File: src/rtl/dbg_printf_arbiter.sv
// dbg_printf_arbiter
// Collects printf messages from up to NUM_CH debug sources, buffers one
// message per channel, picks the next channel round-robin and serialises
// the message MSB byte first onto the uart_tx valid/ready byte interface.
// An optional ASCII tag byte ('0' + channel) can be sent before each message.
//
// Ports:
//   clk_i         system clock
//   rst_i         asynchronous active-high reset
//   ch_data_i     channel c message at [c*DATA_NUM*8 +: DATA_NUM*8]
//   ch_printf_i   per-channel request, rising edge captures the message
//   clear_i       synchronous clear of overflow_o
//   tx_ready_i    uart_tx ready for a byte
//   tx_data_o     byte to uart_tx (registered)
//   tx_valid_o    byte valid to uart_tx (registered)
//   ch_pending_o  message buffered and not yet granted
//   overflow_o    sticky: capture arrived while the channel was pending
//   busy_o        a message is being sent
module dbg_printf_arbiter #(
  parameter int NUM_CH    = 4,
  parameter int DATA_NUM  = 4,
  parameter int PREFIX_EN = 1
) (
  input  logic                       clk_i,
  input  logic                       rst_i,
  input  logic [NUM_CH*DATA_NUM*8-1:0] ch_data_i,
  input  logic [NUM_CH-1:0]          ch_printf_i,
  input  logic                       clear_i,
  input  logic                       tx_ready_i,
  output logic [7:0]                 tx_data_o,
  output logic                       tx_valid_o,
  output logic [NUM_CH-1:0]          ch_pending_o,
  output logic [NUM_CH-1:0]          overflow_o,
  output logic                       busy_o
);

  localparam int MSG_W = DATA_NUM * 8;
  localparam int CH_W  = (NUM_CH > 1) ? $clog2(NUM_CH) : 1;
  localparam int CNT_W = $clog2(DATA_NUM + 1);

  typedef enum logic [1:0] {S_IDLE, S_PREFIX, S_DATA} state_t;

  state_t              state_q, state_d;
  logic [NUM_CH-1:0]   printf_p1;
  logic [NUM_CH-1:0]   pending_q;
  logic [NUM_CH-1:0]   overflow_q;
  logic [NUM_CH-1:0]   rise;
  logic [NUM_CH-1:0]   gnt_oh;
  logic [NUM_CH-1:0]   cap_ok;
  logic [NUM_CH-1:0]   ovf_set;
  logic [CH_W-1:0]     last_grant_q;
  logic [CH_W-1:0]     gnt_idx;
  logic [CH_W-1:0]     search_idx;
  logic                gnt_vld;
  logic [MSG_W-1:0]    msg_buf [NUM_CH];
  logic [MSG_W-1:0]    shreg_q, shreg_d, shreg_sh;
  logic [CNT_W-1:0]    cnt_q, cnt_d;
  logic [7:0]          tx_data_d;
  logic                tx_valid_d;
  logic                xfer;
  logic                last_byte;

  assign xfer      = tx_valid_o & tx_ready_i;
  assign last_byte = (cnt_q == CNT_W'(DATA_NUM - 1));
  assign shreg_sh  = shreg_q << 8;

  // ---- capture stage: edge detect against the registered request ----
  assign rise = ch_printf_i & ~printf_p1;
  // A channel being granted this cycle frees its buffer, so a new edge on
  // it is accepted rather than counted as an overflow.
  assign cap_ok  = rise & (~pending_q | gnt_oh);
  assign ovf_set = rise & pending_q & ~gnt_oh;

  // ---- arbitration: first pending channel after last_grant, wrapping ----
  always_comb begin
    gnt_vld    = 1'b0;
    gnt_idx    = last_grant_q;
    gnt_oh     = '0;
    search_idx = last_grant_q;
    if (state_q == S_IDLE) begin
      for (int i = 0; i < NUM_CH; i++) begin
        search_idx = (search_idx == CH_W'(NUM_CH - 1)) ? '0 : search_idx + 1'b1;
        if (!gnt_vld && pending_q[search_idx]) begin
          gnt_vld = 1'b1;
          gnt_idx = search_idx;
        end
      end
    end
    if (gnt_vld) gnt_oh[gnt_idx] = 1'b1;
  end

  // ---- FSM state register ----
  always_ff @(posedge clk_i or posedge rst_i) begin
    if (rst_i) state_q <= S_IDLE;
    else       state_q <= state_d;
  end

  // ---- FSM next state ----
  always_comb begin
    state_d = state_q;
    case (state_q)
      S_IDLE:   if (gnt_vld) state_d = (PREFIX_EN != 0) ? S_PREFIX : S_DATA;
      S_PREFIX: if (xfer) state_d = S_DATA;
      S_DATA:   if (xfer && last_byte) state_d = S_IDLE;
      default:  state_d = S_IDLE;
    endcase
  end

  // ---- FSM outputs: next values of the registered byte stream ----
  always_comb begin
    tx_valid_d = tx_valid_o;
    tx_data_d  = tx_data_o;
    shreg_d    = shreg_q;
    cnt_d      = cnt_q;
    case (state_q)
      S_IDLE: begin
        if (gnt_vld) begin
          tx_valid_d = 1'b1;
          cnt_d      = '0;
          shreg_d    = msg_buf[gnt_idx];
          tx_data_d  = (PREFIX_EN != 0) ? 8'h30 + 8'(gnt_idx)
                                        : msg_buf[gnt_idx][MSG_W-1 -: 8];
        end
      end
      S_PREFIX: begin
        if (xfer) tx_data_d = shreg_q[MSG_W-1 -: 8];
      end
      S_DATA: begin
        // The byte on the wire is always the top of the shift register.
        if (xfer) begin
          if (last_byte) begin
            tx_valid_d = 1'b0;
          end else begin
            cnt_d     = cnt_q + 1'b1;
            shreg_d   = shreg_sh;
            tx_data_d = shreg_sh[MSG_W-1 -: 8];
          end
        end
      end
      default: tx_valid_d = 1'b0;
    endcase
  end

  // ---- control registers ----
  always_ff @(posedge clk_i or posedge rst_i) begin
    if (rst_i) begin
      printf_p1    <= '0;
      pending_q    <= '0;
      overflow_q   <= '0;
      last_grant_q <= CH_W'(NUM_CH - 1);
      cnt_q        <= '0;
      tx_valid_o   <= 1'b0;
      tx_data_o    <= 8'h00;
    end else begin
      printf_p1  <= ch_printf_i;
      pending_q  <= (pending_q & ~gnt_oh) | cap_ok;
      // A new overflow in the same cycle as clear_i still sets the flag.
      overflow_q <= (clear_i ? '0 : overflow_q) | ovf_set;
      if (gnt_vld) last_grant_q <= gnt_idx;
      cnt_q      <= cnt_d;
      tx_valid_o <= tx_valid_d;
      tx_data_o  <= tx_data_d;
    end
  end

  // ---- data registers: message buffers and shift register ----
  always_ff @(posedge clk_i) begin
    for (int c = 0; c < NUM_CH; c++) begin
      if (cap_ok[c]) msg_buf[c] <= ch_data_i[c*MSG_W +: MSG_W];
    end
    shreg_q <= shreg_d;
  end

  assign ch_pending_o = pending_q;
  assign overflow_o   = overflow_q;
  assign busy_o       = (state_q != S_IDLE);

endmodule

File: config.mk
export PLATFORM = sky130hd
export DESIGN_NAME = dbg_printf_arbiter
export DESIGN_NICKNAME = d
export VERILOG_FILES = /design/src/rtl/dbg_printf_arbiter.sv
export SDC_FILE = /design/constraint.sdc
export NUM_CORES = 1
export LEC_CHECK = 0
export CELL_PAD_IN_SITES_DETAIL_PLACEMENT = 0
export CELL_PAD_IN_SITES_GLOBAL_PLACEMENT = 1
export CORE_MARGIN = 3
export CORE_UTILIZATION = 37
export DETAILED_ROUTE_END_ITERATION = 8
export GPL_TIMING_DRIVEN = 0
export PLACE_DENSITY = 0.79
export RECOVER_POWER = 100
export SYNTH_ARGS = -nofsm -noshare
export SYNTH_HDL_FRONTEND = slang
export SYNTH_SLANG_ARGS = --single-unit
File: constraint.sdc
create_clock -name clk_i -period 4.2 [get_ports clk_i]
set_input_delay 0.84 -clock clk_i [delete_from_list [all_inputs] [get_ports clk_i]]
set_output_delay 0.84 -clock clk_i [all_outputs]
set_load 0.01 [all_outputs]
==> flow_summary_export.csv, run 1 <==
group,metric,value,unit
power_and_ir_drop,ir_drop,0.394,mV
yosys,ys_types,52,
floorplanning,core,20400,um2
floorplanning,rows,52,
global_route,grt_use_total,16.7,%
detailed_routing,wl_per_cell,19.3,um
clock_network,numCtsBuffers,17,
clock_network,cts_buffer_depth,2,
floorplanning,chipWidth,151,um
timing,worst_slack,300,ps
power_and_ir_drop,power_leakage,3.84,nW
place,dp_hpwl,13700,um
clock_network,cts_hold_buf,0,
detailed_routing,avgViaCountPerCell,5.14,
finish,utilization,50.4,%
clock_network,ctsResizeCount,0,
timing,worst_pin_slew,1550,ps
run_status,violations,"DRC, capacitance limit, slew limit",
place,gp_congestion,0.820,
clock_network,clkTransAtPathRegs,70,ps
floorplanning,pin_count,154,
global_route,grt_start_max_net_pins,31,
min_path,min_path_cells,1,
power_and_ir_drop,power_density,775,nW/um2
critical_path,worstReg2RegStart,"last_grant_q[0]",
critical_path,cp-start-kind,"flop",
detailed_routing,drcViolationCount,11,
place,dp_slack,370,ps
detailed_routing,drtPass1Iterations,9,
critical_path,path_class,"flop to flop",
global_route,overflow,0,
critical_path,cp-end-kind,"flop",
finish,layout.cells.non_filler,962,
yosys,synth_fp_nets,643,
yosys,synth-async-reset-ratio,14.9,%
global_route,grt_pass1_wl,28400,um
clock_network,tritoncts,"done",
clock_network,htree_levels,4,
timing,rsz0062_at_grt,"no",
power_and_ir_drop,total_power,7.97,mW
yosys,synth-seq-cells,188,
yosys,syn_area_per_cell,15.5,um2
place,placed_area,9770,um2
finish,nNetsFinal,820,
timing,period_needed,3900,ps
run,maxCapViolations,1,
clock_network,cts.sinks,188,
detailed_routing,vias,4947,
timing,fmax,256,MHz
place,port_buffers,153,
finish,final_cell_area,10300,um2
floorplanning,start_util,38.1,%
yosys,ys_dominant_reg_cell,"edfxtp_1",
critical_path,timing.rr.end,"msg_buf[3][12]",
min_path,hold_path_class,"flop to flop",
yosys,synth_edf_count,160,
detailed_routing,wl,18600,um
timing,setup_viol,0,
critical_path,cp.arrival,4020,ps
detailed_routing,drt_iter0_drc,517,
critical_path,r2r_slack,300,ps
timing,whs,481,ps
critical_path,rr_worst_depth,12,
clock_network,root_buffer,"clkbuf_16",
clock_network,post_cts_buffers,0,
floorplanning,dieArea,22800,um2
timing,tns,0,ps
yosys,yosysWarnings,0,
finish,drive_gt1_share,9.70,%
timing,report.final.slew_viol_count,28,
timing,period_share,92.9,%
timing,hold_viol,0,
clock_network,clock_latency,430,ps
global_route,antenna_found_initial,2,
min_path,holdPathEnd,"tx_data_o[4]",
yosys,seq_area_frac_synth,70.8,%
detailed_routing,ant_nets,0,
critical_path,critPathRequiredTime,4320,ps
critical_path,path_max_fanout,30,
yosys,synthCells,501,
min_path,worstHoldStart,"tx_data_o[4]",
global_route,grt_pass1_vias,5317,
floorplanning,die_height,151,um
yosys,netlist_area,7770,um2
run_status,status,"finished with violations",
place,dp_cells,929,
finish,area_delta_synth_final,32.3,%
timing,slew_headroom,-3.44,%
timing,clock_skew,11.5,ps
## flip-flops by register name, summed over array words and instances (netlist names)
name          count
cnt_q             3
tx_data_o         8
last_grant_q      2
ch_pending_o      4
state_q           2
msg_buf         128
printf_p1         4
shreg_q          32
tx_valid_o        1
overflow_o        4
## layout by cell type, fill, tap and decap left out, types with 4 or more instances in the layout
master / instances
ha_1: 6
nand2_1: 21
a22oi_1: 8
inv_6: 5
mux2i_1: 71
nor3_1: 5
o22ai_1: 12
a22o_1: 4
a21oi_1: 8
nor2b_1: 5
edfxtp_1: 160
clkbuf_16: 17
a222oi_1: 24
buf_6: 4
a31oi_1: 4
dfrtp_1: 26
o21ai_0: 5
o31ai_1: 7
nor2_1: 10
clkbuf_1: 14
dlygate4sd3_1: 151
buf_2: 10
clkinv_8: 4
mux2_2: 6
inv_1: 39
## worst max-delay path: stages, from the launching register on
cell       delay [ps]
dfstp_1           560
ha_1              240
buf_2             170
nor3_1            390
o21ai_1           230
a2111oi_2         430
o21ai_1           150
a32o_1            270
buf_2             150
buf_4             200
o21ai_1           290
nor2b_4           270
buf_12            230
## worst max-delay path by stage
stage	start	cells past startpoint	endpoint
global route	last_grant_q[0]	12	msg_buf[3][25]
detailed placement	last_grant_q[0]	12	msg_buf[3][24]
finish	last_grant_q[0]	12	msg_buf[3][12]
floorplan	last_grant_q[0]	11	msg_buf[3][0]
CTS	last_grant_q[0]	12	msg_buf[3][17]
global placement	last_grant_q[0]	11	msg_buf[3][26]
## cell families (layout without fill, tap and decap cells)
logic type / Yosys count / in the layout / synth area share [%]
buffers and inverters: 70 / 260 / 4.18
other: 0 / 1 / 0
AND/OR/NAND/NOR: 62 / 62 / 3.99
adder cells (fa/ha/maj): 6 / 6 / 0.966
AO/OA/AOI/OAI: 97 / 97 / 9.72
flip-flops: 188 / 188 / 70.8
multiplexers: 78 / 78 / 10.3
## report_power, final
| group | internal, mW | switching, mW |
|---|---|---|
| clock network | 0.790 | 0.750 |
| logic | 1.42 | 2.09 |
| registers | 2.74 | 0.180 |
## cell usage after synthesis (all sizes together) (4+ instances only)
cell type	n	area, um2
a22oi	8	60.1
a22o	4	35.0
a222oi	24	240
edfxtp	160	4800
nand2	21	78.8
mux2i	71	711
mux2	6	67.6
nor2	10	37.5
o22ai	12	75.1
nor3	5	25.0
clkbuf	12	45.0
inv	39	146
a21oi	8	40.0
a31oi	4	25.0
o21ai	9	48.8
o31ai	7	52.6
ha	6	75.1
nor2b	7	43.8
buf	19	134
dfrtp	26	651
## final cells by class
| type | instances | area, um2 |
|---|---|---|
| inverter | 39 | 146 |
| timing repair buffer | 158 | 1590 |
| tap | 270 | 338 |
| clock buffer | 17 | 425 |
| fill | 1750 | 10100 |
| antenna | 1 | 2.50 |
| sequential | 188 | 5510 |
| buffer | 31 | 159 |
| multi-input combinational | 243 | 1960 |
| clock inverter | 15 | 156 |
## routing by layer
layer | global-route usage, % | up-vias | share of wire (%) | routed length [um]
met5 | 0 | - | 0.070 | 13
met4 | 5.94 | 2 | 2.3 | 423
met3 | 3.83 | 32 | 6.5 | 1210
met2 | 28.2 | 214 | 51 | 9380
met1 | 21.1 | 2384 | 41 | 7530
li1 | - | 2315 | - | -
(Power assumes the default switching activity.)
==> run 2: changes to the inputs <==
--- a/config.mk
+++ b/config.mk
@@ -11,7 +11,7 @@
 export CORE_UTILIZATION = 37
 export DETAILED_ROUTE_END_ITERATION = 8
 export GPL_TIMING_DRIVEN = 0
-export PLACE_DENSITY = 0.79
+export PLACE_DENSITY_LB_ADDON = 0.15
 export RECOVER_POWER = 100
 export SYNTH_ARGS = -nofsm -noshare
 export SYNTH_HDL_FRONTEND = slang
==> flow_summary_export.csv, run 2 (synthesized netlist as in run 1, its figures left out) <==
group,metric,value,unit
finish,reg_top3,"msg_buf x128, shreg_q x32, tx_data_o x8",
power_and_ir_drop,power_density,779,nW/um2
floorplanning,dieArea,22800,um2
floorplanning,pin_count,154,
detailed_routing,avgViaCountPerCell,5.05,
critical_path,cp.arrival,3980,ps
global_route,grt_use_total,16.5,%
clock_network,post_cts_buffers,0,
run,maxCapViolations,0,
power_and_ir_drop,ir_drop,0.339,mV
place,gp_congestion,0.779,
timing,tns,0,ps
global_route,grt_start_max_net_pins,33,
finish,fillers,1769,
clock_network,cts_hold_buf,0,
finish,drive_gt1_share,9.28,%
critical_path,path_class,"flop to flop",
finish,area_delta_synth_final,32.8,%
timing,period_share,92.0,%
critical_path,critical_path.cell_chain,"ha_1 > clkbuf_1 > buf_2 > mux4_2 > a2111oi_2 > o21ai_1 > a32o_1 > buf_2 > buf_4 > o21ai_1 > nor2b_4 > buf_12",
finish,regMostFlops,"msg_buf",
floorplanning,chipWidth,151,um
timing,slew_headroom,27.7,%
timing,hold_viol,0,
clock_network,htree_levels,4,
clock_network,cts.sinks,188,
detailed_routing,wl_per_cell,19.2,um
critical_path,cp-end-kind,"flop",
floorplanning,start_util,38.1,%
timing,period_needed,3860,ps
clock_network,clock_latency,420,ps
floorplanning,die_height,151,um
critical_path,critPathRequiredTime,4310,ps
clock_network,cts_buffer_depth,2,
timing,worst_pin_slew,1080,ps
critical_path,cp-start-kind,"flop",
place,port_buffers,153,
critical_path,rr_worst_depth,12,
clock_network,tritoncts,"done",
min_path,min_path_cells,2,
floorplanning,rows,52,
clock_network,ctsResizeCount,0,
critical_path,r2r_slack,340,ps
timing,clock_skew,11.3,ps
finish,mostFrequentLayoutCell,"edfxtp_1",
global_route,overflow,0,
timing,rsz0062_at_grt,"no",
detailed_routing,wl,18400,um
clock_network,clkTransAtPathRegs,70,ps
detailed_routing,vias,4850,
min_path,hold_path_class,"flop to flop",
floorplanning,core,20400,um2
detailed_routing,ant_nets,0,
min_path,holdPathEnd,"tx_data_o[2]",
detailed_routing,drcViolationCount,0,
global_route,grt_pass1_wl,28000,um
clock_network,numCtsBuffers,17,
run_status,status,"completed",
critical_path,cpPeakStageDelay,540,ps
global_route,grt_pass1_vias,5053,
finish,largest_reg_flops,128,
detailed_routing,drtPass1Iterations,6,
min_path,worstHoldStart,"tx_data_o[2]",
critical_path,slowest_stage,"dfstp_2",
clock_network,root_buffer,"clkbuf_16",
critical_path,worstReg2RegStart,"last_grant_q[0]",
detailed_routing,drt_iter0_drc,377,
place,dp_hpwl,13500,um
finish,final_cell_mix,"160 x edfxtp_1, 151 x dlygate4sd3_1, 71 x mux2i_1",
timing,fmax,259,MHz
timing,setup_viol,0,
finish,antenna_cells,0,
finish,utilization,50.5,%
power_and_ir_drop,power_leakage,3.86,nW
critical_path,path_max_fanout,29,
timing,report.final.slew_viol_count,0,
global_route,antenna_found_initial,0,
finish,nNetsFinal,820,
critical_path,timing.rr.end,"msg_buf[3][17]",
[run 2: cell count changes in the layout (fill, tap and decap cells not counted), moves of 2 or more]
cell        previous run  this run
clkinv_4               1         3
clkinv_8               4         0
bufinv_16              0         3
clkinvlp_4             3         1
inv_6                  5         2
clkinv_1               0         4
[run 2: metrics by stage]
stage	cells	hold slack [ps]	worst slack (ps)	total power [mW]	instance area, um2
2_1_floorplan	501	489	316	5.40	7780
3_3_place_gp	924	458	-583	6.50	9650
3_5_place_dp	929	476	462	6.64	9780
4_1_cts	960	491	428	8.27	10400
5_1_grt	960	510	111	8.55	10300
6_report	960	477	337	8.04	10300
[run 2: layout make-up]
cell class	instances	area, um2	share of cell area, %
Sequential cell	188	5510	53.4
Multi-Input combinational cell	243	1960	19.0
Timing Repair Buffer	158	1620	15.6
Tap cell	270	338	3.27
Buffer	31	164	1.59
Inverter	39	146	1.42
Clock buffer	17	425	4.12
Clock inverter	14	168	1.62
[run 2: worst max-delay path by stage]
stage | start | end | slack, ps | cells past startpoint
global placement | last_grant_q[1] | msg_buf[3][24] | -580 | 11
detailed placement | last_grant_q[1] | msg_buf[3][25] | 460 | 12
finish | last_grant_q[0] | msg_buf[3][17] | 340 | 12
CTS | last_grant_q[1] | msg_buf[3][9] | 430 | 12
floorplan | last_grant_q[0] | msg_buf[3][0] | 320 | 11
global route | last_grant_q[0] | msg_buf[1][13] | 110 | 11
[run 2: metal layers]
| metal | up-vias | wire, um | global-route usage, % |
|---|---|---|---|
| li1 | 2315 | - | - |
| met1 | 2379 | 7880 | 21.1 |
| met2 | 144 | 9630 | 29.0 |
| met3 | 12 | 751 | 3.41 |
| met4 | 0 | 167 | 3.99 |
| met5 | - | 0 | 0 |
[run 2: power by group]
| part | switching (mW) | internal (mW) |
|---|---|---|
| clock | 0.681 | 0.936 |
| combinational | 2.08 | 1.45 |
| sequential | 0.165 | 2.73 |
[run 2: critical path: cells and delay by family, from the launching register on]
family                   cells  cell delay [ps]
AO/OA/AOI/OAI                4             1010
adder cells (fa/ha/maj)      1              130
buffers and inverters        5             1160
flip-flops                   1              540
multiplexers                 1              410
AND/OR/NAND/NOR              1              270
==> run 3: changes to the inputs <==
==> constraint.sdc (replaced) <==
create_clock -name clk_i -period 4.2 [get_ports clk_i]
set_input_delay 1.26 -clock clk_i [delete_from_list [all_inputs] [get_ports clk_i]]
set_output_delay 1.26 -clock clk_i [all_outputs]
set_load 0.01 [all_outputs]
==> flow_summary_export.csv, run 3 (synthesized netlist as in run 1, its figures left out) <==
group,metric,value,unit
run_status,status,"completed",
floorplanning,core,20400,um2
finish,mostFrequentLayoutCell,"edfxtp_1",
clock_network,ctsResizeCount,0,
global_route,grt_pass1_wl,28000,um
floorplanning,start_util,38.1,%
floorplanning,pin_count,154,
place,port_buffers,153,
clock_network,tritoncts,"done",
floorplanning,rows,52,
critical_path,path_class,"flop to flop",
clock_network,clock_latency,420,ps
detailed_routing,wl_per_cell,19.2,um
global_route,grt_use_total,16.5,%
finish,regMostFlops,"msg_buf",
detailed_routing,vias,4850,
detailed_routing,ant_nets,0,
critical_path,cp-end-kind,"flop",
power_and_ir_drop,power_leakage,3.86,nW
clock_network,clkTransAtPathRegs,70,ps
global_route,use_met3,3.41,%
place,dp_hpwl,13500,um
global_route,antenna_found_initial,0,
timing,fmax,259,MHz
finish,nNetsFinal,820,
global_route,top_usage_layer,"met2",
critical_path,cp-start-kind,"flop",
clock_network,cts_hold_buf,0,
floorplanning,die_height,151,um
clock_network,numCtsBuffers,17,
detailed_routing,avgViaCountPerCell,5.05,
clock_network,cts.sinks,188,
finish,final_cell_mix,"160 x edfxtp_1, 152 x dlygate4sd3_1, 71 x mux2i_1",
timing,worst_slack,337,ps
detailed_routing,drt_iter0_drc,377,
clock_network,root_buffer,"clkbuf_16",
min_path,hold_path_class,"flop to flop",
timing,report.final.slew_viol_count,0,
timing,hold_viol,0,
detailed_routing,wl,18400,um
place,dp_slack,462,ps
timing,clock_skew,11.3,ps
place,gp_congestion,0.779,
detailed_routing,drtPass1Iterations,6,
clock_network,post_cts_buffers,0,
place,placed_area,9780,um2
critical_path,path_max_fanout,29,
timing,setup_viol,0,
power_and_ir_drop,total_power,8.04,mW
finish,largest_reg_flops,128,
finish,final_cell_area,10300,um2
finish,fillers,1769,
finish,reg_top3,"msg_buf x128, shreg_q x32, tx_data_o x8",
timing,period_share,92.0,%
finish,area_delta_synth_final,32.8,%
global_route,grt_pass1_vias,5053,
clock_network,htree_levels,4,
global_route,grt_start_max_net_pins,33,
run,maxCapViolations,0,
timing,slew_headroom,27.7,%
timing,rsz0062_at_grt,"no",
critical_path,cp.arrival,3980,ps
power_and_ir_drop,ir_drop,0.339,mV
finish,drive_gt1_share,9.28,%
power_and_ir_drop,power_density,779,nW/um2
timing,period_needed,3860,ps
finish,antenna_cells,0,
critical_path,critPathRequiredTime,4310,ps
global_route,use_met2,29.0,%
timing,worst_pin_slew,1080,ps
floorplanning,dieArea,22800,um2
detailed_routing,drcViolationCount,0,
global_route,overflow,0,
global_route,use_met1,21.1,%
floorplanning,chipWidth,151,um
clock_network,cts_buffer_depth,2,
-- run 3: cell count changes in the layout (fill, tap and decap cells not counted) --
cell	previous run	this run
clkdlybuf4s50_1	2	1
dlygate4sd3_1	151	152
-- run 3: worst paths after layout --
check / from / end / slack, ps / cells after the start
min reg2reg: tx_data_o[2] / tx_data_o[2] / 480 / 2
max reg2reg: last_grant_q[0] / msg_buf[3][17] / 340 / 12
min: tx_data_o[2] / tx_data_o[2] / 480 / 2
max: last_grant_q[0] / msg_buf[3][17] / 340 / 12
max in group asynchronous: rst_i / state_q[1] / 1990 / 2
min in group asynchronous: rst_i / tx_data_o[5] / 1560 / 2
-- run 3: critical path, stage by stage (launching register included) --
cell and delay, ps:
dfstp_2 540, ha_1 130, clkbuf_1 290, buf_2 300, mux4_2 410, a2111oi_2 370, o21ai_1 160, a32o_1 240
buf_2 140, buf_4 200, o21ai_1 240, nor2b_4 270, buf_12 230
-- run 3: final cells by class --
class | count | area, um2 | area share (%)
tap | 270 | 338 | 3.27
inverter | 39 | 146 | 1.42
buffer | 31 | 164 | 1.59
multi-input combinational | 243 | 1960 | 19.0
timing repair buffer | 158 | 1620 | 15.6
clock buffer | 17 | 425 | 4.12
clock inverter | 14 | 168 | 1.62
sequential | 188 | 5510 | 53.4
-- run 3: where the power goes --
| group | internal (mW) | total [mW] | switching (mW) |
|---|---|---|---|
| sequential | 2.73 | 2.90 | 0.165 |
| combinational | 1.45 | 3.53 | 2.08 |
| clock | 0.936 | 1.62 | 0.681 |
| total | 5.11 | 8.04 | 2.93 |
-- run 3: metal layers --
metal  up-vias  wire length [um]
met4         0               167
met1      2379              7880
li1       2315                 -
met3        12               750
met5         -                 0
met2       144              9630
-- run 3: per-stage QoR --
stage | utilization (%) | TNS [ps] | cells | hold WS, ps
floorplan | - | 0 | 501 | 489
global placement | 47.2 | -71780 | 924 | 458
detailed placement | 47.9 | 0 | 929 | 476
CTS | 50.8 | 0 | 960 | 491
global route | 50.5 | 0 | 960 | 510
finish | 50.5 | 0 | 960 | 477
